<file path="src/rtl/jam_pkg.sv">
// Shared JAM definitions: matrix geometry, cost type and cost-table FSM states.
package jam_pkg;

  localparam int unsigned N_DIM         = 8;
  localparam int unsigned COST_W        = 7;
  localparam int unsigned IDX_W         = 3;
  localparam int unsigned ADDR_W        = 2 * IDX_W;
  localparam int unsigned N_ENTRY       = N_DIM * N_DIM;
  localparam int unsigned MIN_COST_INIT = 1023;

  typedef enum logic [1:0] {
    ST_LOAD  = 2'd0,
    ST_CHECK = 2'd1,
    ST_READY = 2'd2
  } state_t;

  typedef logic [COST_W-1:0] cost_t;

endpackage

</file>
<file path="src/rtl/jam_cost_regfile.sv">
// 64-entry cost register file: one synchronous write port, one combinational (w,j) read port.
module jam_cost_regfile
  import jam_pkg::*;
(
  input  logic              clk,
  input  logic              we,
  input  logic [ADDR_W-1:0] waddr,
  input  cost_t             wdata,
  input  logic [IDX_W-1:0]  rw,
  input  logic [IDX_W-1:0]  rj,
  output cost_t             rdata_c
);

  cost_t mem_q [N_ENTRY];
  cost_t mem_d [N_ENTRY];

  // Contents are deliberately not reset; readers gate on table-ready.
  always_comb begin
    mem_d = mem_q;
    if (we) begin
      mem_d[waddr] = wdata;
    end
  end

  always_ff @(posedge clk) begin
    mem_q <= mem_d;
  end

  assign rdata_c = mem_q[{rw, rj}];

endmodule

</file>
<file path="src/rtl/jam_cost_table.sv">
// JAM cost store: streams in an 8x8 cost matrix, then serves zero-latency (W,J) lookups.
// Optional checksum beat and sticky LOAD_ERR enabled by defining COST_CHKSUM_EN.
module jam_cost_table
  import jam_pkg::*;
(
  input  logic             CLK,
  input  logic             RST,
  input  logic             IN_VALID,
  output logic             IN_READY,
  input  cost_t            IN_DATA,
  input  logic             RELOAD,
  output logic             TABLE_READY,
  input  logic [IDX_W-1:0] W,
  input  logic [IDX_W-1:0] J,
  output cost_t            Cost,
  output logic             LOAD_ERR
);

  state_t            state_q, state_d;
  logic [ADDR_W-1:0] load_cnt_q, load_cnt_d;
  logic              in_ready_q, in_ready_d;
  logic              table_ready_q, table_ready_d;
  logic              load_err_q, load_err_d;
  logic              we_c;
  logic              accept_c;
  cost_t             rdata_c;
`ifdef COST_CHKSUM_EN
  cost_t             chk_q, chk_d;
`endif

  assign accept_c = IN_VALID & in_ready_q;

  // Next-state, load counter and checksum; RELOAD overrides any beat in the same cycle.
  always_comb begin
    state_d    = state_q;
    load_cnt_d = load_cnt_q;
    load_err_d = load_err_q;
    we_c       = 1'b0;
`ifdef COST_CHKSUM_EN
    chk_d      = chk_q;
`endif
    case (state_q)
      ST_LOAD: begin
        if (accept_c) begin
          we_c       = 1'b1;
          load_cnt_d = load_cnt_q + ADDR_W'(1);
`ifdef COST_CHKSUM_EN
          chk_d      = chk_q + IN_DATA;
`endif
          if (load_cnt_q == ADDR_W'(N_ENTRY - 1)) begin
`ifdef COST_CHKSUM_EN
            state_d = ST_CHECK;
`else
            state_d = ST_READY;
`endif
          end
        end
      end
`ifdef COST_CHKSUM_EN
      ST_CHECK: begin
        if (accept_c) begin
          if (IN_DATA != chk_q) begin
            load_err_d = 1'b1;
          end
          state_d = ST_READY;
        end
      end
`endif
      default: begin
      end
    endcase
    if (RELOAD) begin
      state_d    = ST_LOAD;
      load_cnt_d = '0;
      load_err_d = 1'b0;
      we_c       = 1'b0;
`ifdef COST_CHKSUM_EN
      chk_d      = '0;
`endif
    end
    in_ready_d    = (state_d != ST_READY);
    table_ready_d = (state_d == ST_READY);
  end

  always_ff @(posedge CLK) begin
    if (RST) begin
      state_q       <= ST_LOAD;
      load_cnt_q    <= '0;
      in_ready_q    <= 1'b1;
      table_ready_q <= 1'b0;
      load_err_q    <= 1'b0;
`ifdef COST_CHKSUM_EN
      chk_q         <= '0;
`endif
    end else begin
      state_q       <= state_d;
      load_cnt_q    <= load_cnt_d;
      in_ready_q    <= in_ready_d;
      table_ready_q <= table_ready_d;
      load_err_q    <= load_err_d;
`ifdef COST_CHKSUM_EN
      chk_q         <= chk_d;
`endif
    end
  end

  jam_cost_regfile u_regfile (
    .clk     (CLK),
    .we      (we_c),
    .waddr   (load_cnt_q),
    .wdata   (IN_DATA),
    .rw      (W),
    .rj      (J),
    .rdata_c (rdata_c)
  );

  assign IN_READY    = in_ready_q;
  assign TABLE_READY = table_ready_q;
  assign LOAD_ERR    = load_err_q;
  assign Cost        = table_ready_q ? rdata_c : '0;

endmodule
</file>
<file path="config.mk">
export PLATFORM = sky130hd
export DESIGN_NAME = jam_cost_table
export DESIGN_NICKNAME = d
export VERILOG_FILES = /design/src/rtl/jam_pkg.sv /design/src/rtl/jam_cost_regfile.sv /design/src/rtl/jam_cost_table.sv
export SDC_FILE = /design/constraint.sdc
export NUM_CORES = 1
export LEC_CHECK = 0
export ABC_AREA = 1
export CORE_ASPECT_RATIO = 0.8
export CORE_MARGIN = 2
export CORE_UTILIZATION = 30
export DETAILED_ROUTE_END_ITERATION = 7
export GPL_ROUTABILITY_DRIVEN = 0
export PLACE_DENSITY = 0.5
export SLEW_MARGIN = 25
export SYNTH_ARGS = -nofsm -noshare
export SYNTH_HDL_FRONTEND = slang
export SYNTH_HIERARCHICAL = 1
export SYNTH_SLANG_ARGS = --single-unit
</file>
<file path="constraint.sdc">
create_clock -name CLK -period 1.7 [get_ports CLK]
set_input_delay 0.255 -clock CLK [delete_from_list [all_inputs] [get_ports CLK]]
set_output_delay 0.255 -clock CLK [all_outputs]
set_load 0.1 [all_outputs]
</file>
==> Word-level counts from Yosys, hierarchy flattened <==
Index checks and enable logic that the tools add are counted.
{ "classes": {"shift": 0, "n_mul": 0, "n_bitwise": 3, "div_mod_pow": 0, "eq_ne": 3, "addsub": 1, "reduce_logical": 4, "mux": 14, "magnitude_cmp": 3} }
{ "ops": {"columns": ["cell", "count"], "rows": [
  ["$bwmux 448", 1],
  ["$bmux 7 s6", 1],
  ["$demux 7 s6", 1],
  ["$mux 7", 4],
  ["$ge 7x7->1 const B", 2],
  ["$not 6->7", 2],
  ["$mux 2", 4],
  ["$lt 7x1->1 const B", 1],
  ["$add 6x1->6 const B", 1],
  ["$eq 6x6->1 const B", 1],
  ["$mux 1", 3],
  ["$eq 2x2->1 const B", 1],
  ["$logic_not 2->1", 1],
  ["$ne 2x2->1 const B", 1],
  ["$reduce_and 2->1", 1],
  ["$reduce_or 2->1", 1],
  ["$and 1x1->1", 1],
  ["$logic_and 1x1->1", 1]
]} }
{ "word_totals": {"output_inout_bits": 10, "latchBits": 0, "n_memories": 0, "register_bits": 458, "elab_cells": 96, "in_bits": 17, "romBits": 0, "ramBits": 0} }

==> Longest topological paths before layout <==
{ "logic_depth": {"depth_word": 6, "ltp_mapped": 14, "ltp_nobuf": 11} }

==> Modules after synthesis <==
Netlist, hierarchy kept.
{ "by_module_without_submodules": {"columns": ["mod", "seq_area_each_um2", "area_per_inst_um2", "cells_each", "n_inst"], "rows": [
  ["jam_cost_regfile", 13452.9, 18375.1, 1587, 1],
  ["jam_cost_table", 200.2, 539.3, 81, 1]
]} }

==> Worst setup path before layout <==
OpenSTA, ideal clock, no wires.
{ "synth_timing": {"path_type": "register to register", "startpoint": "register in_ready_q, in the netlist IN_READY", "endpoint": "register u_regfile/mem_q[10] in the netlist's numbering, enable pin", "setup_time_ns": 0.360, "t_arrival_ns": 2.176, "path_buffers": 0, "path_stages_with_launch": 7, "required_ns": 1.340, "setup_slack_ns": -0.836, "synth_period_minus_slack_ns": 2.536, "cell_sequence": "dfxtp_1 -> nand3_2 -> nor2_1 -> inv_1 -> nor2_1 -> nand2_1 -> nor2_1"} }
{ "synth_via": {"elab_chain_cells": 4} }
{ "synth_lines": {"columns": ["item", "line", "text"], "rows": [
  ["start: declaration", "jam_cost_table.sv:21", "logic in_ready_q, in_ready_d;"],
  ["start signal: assignment", "jam_cost_table.sv:98", "in_ready_q <= in_ready_d;"],
  ["$and 1x1->1", "jam_cost_table.sv:31", "assign accept_c = IN_VALID & in_ready_q;"],
  ["$mux 1", "jam_cost_table.sv:44", "if (accept_c) begin"],
  ["$mux 1", "jam_cost_table.sv:42", "case (state_q)"],
  ["$mux 1", "jam_cost_table.sv:72", "if (RELOAD) begin"],
  ["net we_c", "jam_cost_table.sv:24", "logic we_c;"],
  ["end signal: assignment", "jam_cost_regfile.sv:26", "mem_q <= mem_d;"],
  ["end: declaration", "jam_cost_regfile.sv:14", "cost_t mem_q [N_ENTRY];"]
]} }
The timed path passes the listed nets, and every way through them passes these cells.
A chain may end at the register's enable or synchronous reset.

==> Final worst setup path <==
{ "layout_timing": {"startpoint": "register u_regfile/mem_q[268] in the netlist's numbering", "endpoint": "output Cost[2]"} }
{ "layout_via": {"elab_chain_cells": 4} }
{ "layout_lines": {"columns": ["item", "line", "text"], "rows": [
  ["$bmux 7 s6", "jam_cost_regfile.sv:29", "assign rdata_c = mem_q[{rw, rj}];"],
  ["$mux 7 (implied by the code) (2 in series)", "jam_cost_regfile.sv:29", null],
  ["net rdata_c[2]", "jam_cost_table.sv:26", "cost_t rdata_c;"],
  ["$mux 7", "jam_cost_table.sv:120", "assign Cost = table_ready_q ? rdata_c : '0;"],
  ["end: declaration", "jam_cost_table.sv:15", "output cost_t Cost,"]
]} }
The timed path passes the listed nets, and every way through them passes these cells. The select of a mux whose other input is x is not followed.

==> results.md <==
- The number of detailed-route iterations in the first pass is 5.
- The number of nets still failing antenna checks after routing is 0.
- The power per unit of standard cell area is 980 mW/mm².
- The final reports fail on negative setup slack.
- The peak supply drop is between 0.9 and 1 mV.
- The number of DRC markers after the initial detailed-route iteration is 1183.
- The I/O pin count is 27.
- Setup violations remaining at the end of the flow were counted as 97.
- sky130_fd_sc_hd__edfxtp_1 takes more of the synthesized area than any other cell.
- The placed instances occupy a cell area of ~0.022 mm².
- The final cycle utilization of the critical path is 135%.
- The width of the die is 285 µm.
- The floorplan die height is 229 µm.
- The post-placement cell count is 2558.
- The critical path data arrival time is 2.05 ns.
- The final-report hold violation count was 0.
- The number of cells on the worst hold path is 1.
- The path with the worst hold slack has its endpoint at u_regfile/mem_q[413]$_DFFE_PP_.
- The area fraction of the dominant cell type after synthesis is 71.1%.
- The number of standard cells in the layout, taps in and fillers out is 2653.
- The category of the worst setup path capture point is an output port.
- The maximum fanout along the worst path is 1.
- The final non-filler cell area is approximately 0.025 mm².
- The core region is 0.0625 mm².
- The area enclosed by the die boundary is 0.0651 mm².
- The smallest setup slack after layout is -0.601 ns.
- The type of the tightest min-delay check is input pin to register.
- The repair_antennas step left the layout with diodes totalling 0.
- The number of global-route vias before repair was 12400.
- Of the synthesized area, sequential elements account for 72.2%.
- The analysis attributes to cell leakage a power of slightly below 9 nW.
- The H-tree was split into 2 levels.
- The origin of the critical flop-to-flop path is state_q[0]$_SDFF_PP0_.
- After synthesis, the cell types taking the most area are sky130_fd_sc_hd__edfxtp_1, sky130_fd_sc_hd__nand2_1, sky130_fd_sc_hd__nand3_1.
- The initial antenna violation count is 0.
- At the placement stage, the worst setup path has a slack of -0.630 ns.
- TritonCTS built the clock tree.
- The final layout contains ~1800 nets.
- Synthesis inferred 458 register bits.
- The later pin in the worst-skew pair is clocked with a latency of 0.60 ns.
- The time the final worst path needs with I/O delays and setup is approximately 2.3 ns.
- The maximum clock path buffer count is 3.
- At the end of the flow the core is filled with cells to 39.3%.
- The clock drives 458 sinks.
- The count of yosys warnings during synthesis is 6.
- For this block, the routed nets add up to 52700 µm of wire.
- The post-route netlist has between 20% and 30% of its cells at a drive strength greater than 1.
- The routed via count divided by cell count is 4.80.
- The cell chosen for the clock root is sky130_fd_sc_hd__clkbuf_16.
- During placement, the flow inserted port buffers numbering 25.
- The sum of net half-perimeters after detailed placement is 33000 µm.
- Clock tree synthesis inserted a total of 47 buffers.
- The wire length per cell after detailed routing is 19.8 µm.
- The leftover overflow at the end of global routing is 0.
- The critical register-to-register path endpoint is u_regfile/mem_q[21]$_DFFE_PP_.
- The count of unique library cells instantiated by Yosys is 23.
- The kind of start point of the critical path is a register.
- In the routed design, unresolved DRC markers number 0.
- Across the run, the number of max-cap violations was 0.
- Synthesis produced 1668 cells.
- The post-CTS clock slew at the launch and capture registers of the worst setup and hold paths is 0.06 ns.
- The wire length of the first global-routing pass is around 80000 µm.
- Detailed routing inserted a total of 12700 vias.
- The overall track demand over capacity in global routing is 16.2%.
- The timing-limited maximum frequency is 435 MHz.
- The initial utilization of the core area, before any placement, comes to 30.3%.
- The flow ran to the end, but the final reports show violations.
- The critical path in this run is classified as register to output port.
- The synthesized net count is 1686.
- For the final database, setup skew stands at 0.0173 ns.
- The worst hold path begins at IN_DATA[0].
- The growth of design area from synthesis to finish is 29.7%.
- Entering global routing, the biggest net connects 65 pins.
- The minimum setup slack among reg-to-reg paths is -0.08 ns.
- After synthesis the cells add up to 0.0189 mm².
- Setup total negative slack on the finished layout was measured at -5.66 ns.
- The worst register-to-register path has a depth of 9.
- Data on the critical path is required at its endpoint by 1.44 ns.
- The number of max-slew violations in the final report is 0.
- Setup repair after global routing could not meet its margin everywhere.
- The count of standard-cell rows is a little over 80.
- The synthesized area divided by synthesized cell count is 11.3 µm².
[cell usage in the layout, fill, tap and decap left out, types with 3 or more instances in the layout]
cell / Yosys / final
sky130_fd_sc_hd__nand3_2: 3 / 139
sky130_fd_sc_hd__clkinv_1: 0 / 10
sky130_fd_sc_hd__buf_2: 48 / 8
sky130_fd_sc_hd__clkbuf_1: 14 / 12
sky130_fd_sc_hd__nor2_2: 5 / 10
sky130_fd_sc_hd__buf_4: 18 / 67
sky130_fd_sc_hd__nand2_8: 0 / 4
sky130_fd_sc_hd__nand2_1: 596 / 512
sky130_fd_sc_hd__nand3_4: 0 / 7
sky130_fd_sc_hd__clkinv_2: 0 / 9
sky130_fd_sc_hd__clkbuf_16: 0 / 47
sky130_fd_sc_hd__buf_6: 5 / 4
sky130_fd_sc_hd__clkdlybuf4s50_1: 0 / 6
sky130_fd_sc_hd__dfxtp_1: 10 / 5
sky130_fd_sc_hd__nor2_1: 79 / 13
sky130_fd_sc_hd__nor2_4: 1 / 62
sky130_fd_sc_hd__inv_2: 4 / 5
sky130_fd_sc_hd__nand2_4: 0 / 17
sky130_fd_sc_hd__edfxtp_1: 448 / 448
sky130_fd_sc_hd__nand3_1: 389 / 246
sky130_fd_sc_hd__dfxtp_2: 0 / 3
sky130_fd_sc_hd__clkinvlp_4: 0 / 8
sky130_fd_sc_hd__inv_1: 27 / 17
sky130_fd_sc_hd__buf_12: 0 / 68
sky130_fd_sc_hd__nand2_2: 2 / 65
[worst max-delay path by stage]
stage / from / to / slack, ns
detailed placement: J[0] / Cost[5] / -0.63
CTS: u_regfile/mem_q[247]$_DFFE_PP_ / Cost[2] / -0.63
global route: u_regfile/mem_q[310]$_DFFE_PP_ / Cost[2] / -0.69
finish: u_regfile/mem_q[268]$_DFFE_PP_ / Cost[2] / -0.60
global placement: J[0] / Cost[5] / -0.66
floorplan: J[0] / Cost[5] / -0.18
[metrics by stage]
stage | hold slack (ns) | power (mW)
global placement | 0.529 | 14.3
finish | 0.0719 | 24.0
floorplan | 0.354 | 13.5
CTS | 0.0433 | 24.2
global route | 0.0528 | 24.9
detailed placement | 0.540 | 14.3
[repair_timing]
action,4_1_cts,5_1_grt
gates resized for setup,127,127
hold buffers,0,0
setup endpoints to repair,322,453
setup buffers,10,0
pin swaps,50,104
[worst max-delay path, cell delays in order, from the launching register on]
cell and delay (ns):
sky130_fd_sc_hd__edfxtp_1 0.35, sky130_fd_sc_hd__nand2_1 0.09, sky130_fd_sc_hd__nand3_2 0.08, sky130_fd_sc_hd__nand3_1 0.10, sky130_fd_sc_hd__nand2_2 0.10, sky130_fd_sc_hd__nand2_2 0.10
sky130_fd_sc_hd__nand3_2 0.10, sky130_fd_sc_hd__nand3_2 0.09, sky130_fd_sc_hd__nand2_2 0.07, sky130_fd_sc_hd__nand2_4 0.10, sky130_fd_sc_hd__clkinvlp_4 0.10, sky130_fd_sc_hd__buf_12 0.17
[logic make-up (layout without fill, tap and decap cells)]
logic type | Yosys count | after routing | synth area share, %
AOI/OAI and AO/OA | 5 | 5 | 0.152
adders and majority gates | 1 | 1 | 0.0661
DFF | 458 | 458 | 72.2
and+or+nand+nor | 1076 | 1076 | 24.2
buffers and inverters | 127 | 272 | 3.41
other | 1 | 1 | 0.0198
[per-layer routing]
layer / part of all wire (%) / global-route usage, % / vias to the layer above
met4: 2.2 / 4.19 / 0
met2: 43 / 23.2 / 379
met5: 0 / 0 / -
li1: - / - / 6026
met3: 6.3 / 2.61 / 80
met1: 48 / 25.1 / 6252
[synthesized netlist by cell type]
master / count
sky130_fd_sc_hd__inv_4: 1
sky130_fd_sc_hd__a21oi_2: 1
sky130_fd_sc_hd__buf_6: 5
sky130_fd_sc_hd__nor2_4: 1
sky130_fd_sc_hd__ha_1: 1
sky130_fd_sc_hd__clkbuf_1: 14
sky130_fd_sc_hd__nand4_1: 1
sky130_fd_sc_hd__nand3_2: 3
sky130_fd_sc_hd__a21oi_1: 2
sky130_fd_sc_hd__nor2_2: 5
sky130_fd_sc_hd__buf_2: 48
sky130_fd_sc_hd__edfxtp_1: 448
sky130_fd_sc_hd__nand2_1: 596
sky130_fd_sc_hd__nand2_2: 2
sky130_fd_sc_hd__buf_1: 10
sky130_fd_sc_hd__o21ai_1: 2
sky130_fd_sc_hd__dfxtp_1: 10
sky130_fd_sc_hd__nor2_1: 79
sky130_fd_sc_hd__inv_1: 27
sky130_fd_sc_hd__nand3_1: 389
sky130_fd_sc_hd__buf_4: 18
sky130_fd_sc_hd__conb_1: 1
sky130_fd_sc_hd__inv_2: 4
[registers in the layout, indices dropped and copies added (netlist names)]
signal	cells
TABLE_READY	1
state_q	2
u_regfile/mem_q	448
IN_READY	1
load_cnt_q	6
[report_power, final]
part / leakage (nW) / switching [mW] / internal [mW] / total [mW]
sequential: 4.11 / 0.00697 / 12.4 / 12.4
combinational: 3.88 / 1.27 / 0.649 / 1.92
clock: 0.691 / 4.44 / 5.28 / 9.71
[final cells by class]
class	instances	area (µm²)
fillers	5876	37900
multi-input cells	1083	6210
clock inverters	26	190
well taps	840	1050
repair buffers	155	2040
clock buffers	59	1220
flip-flops and latches	458	13700
inverters	32	161
No activity file was read; power rests on OpenSTA's default activity.
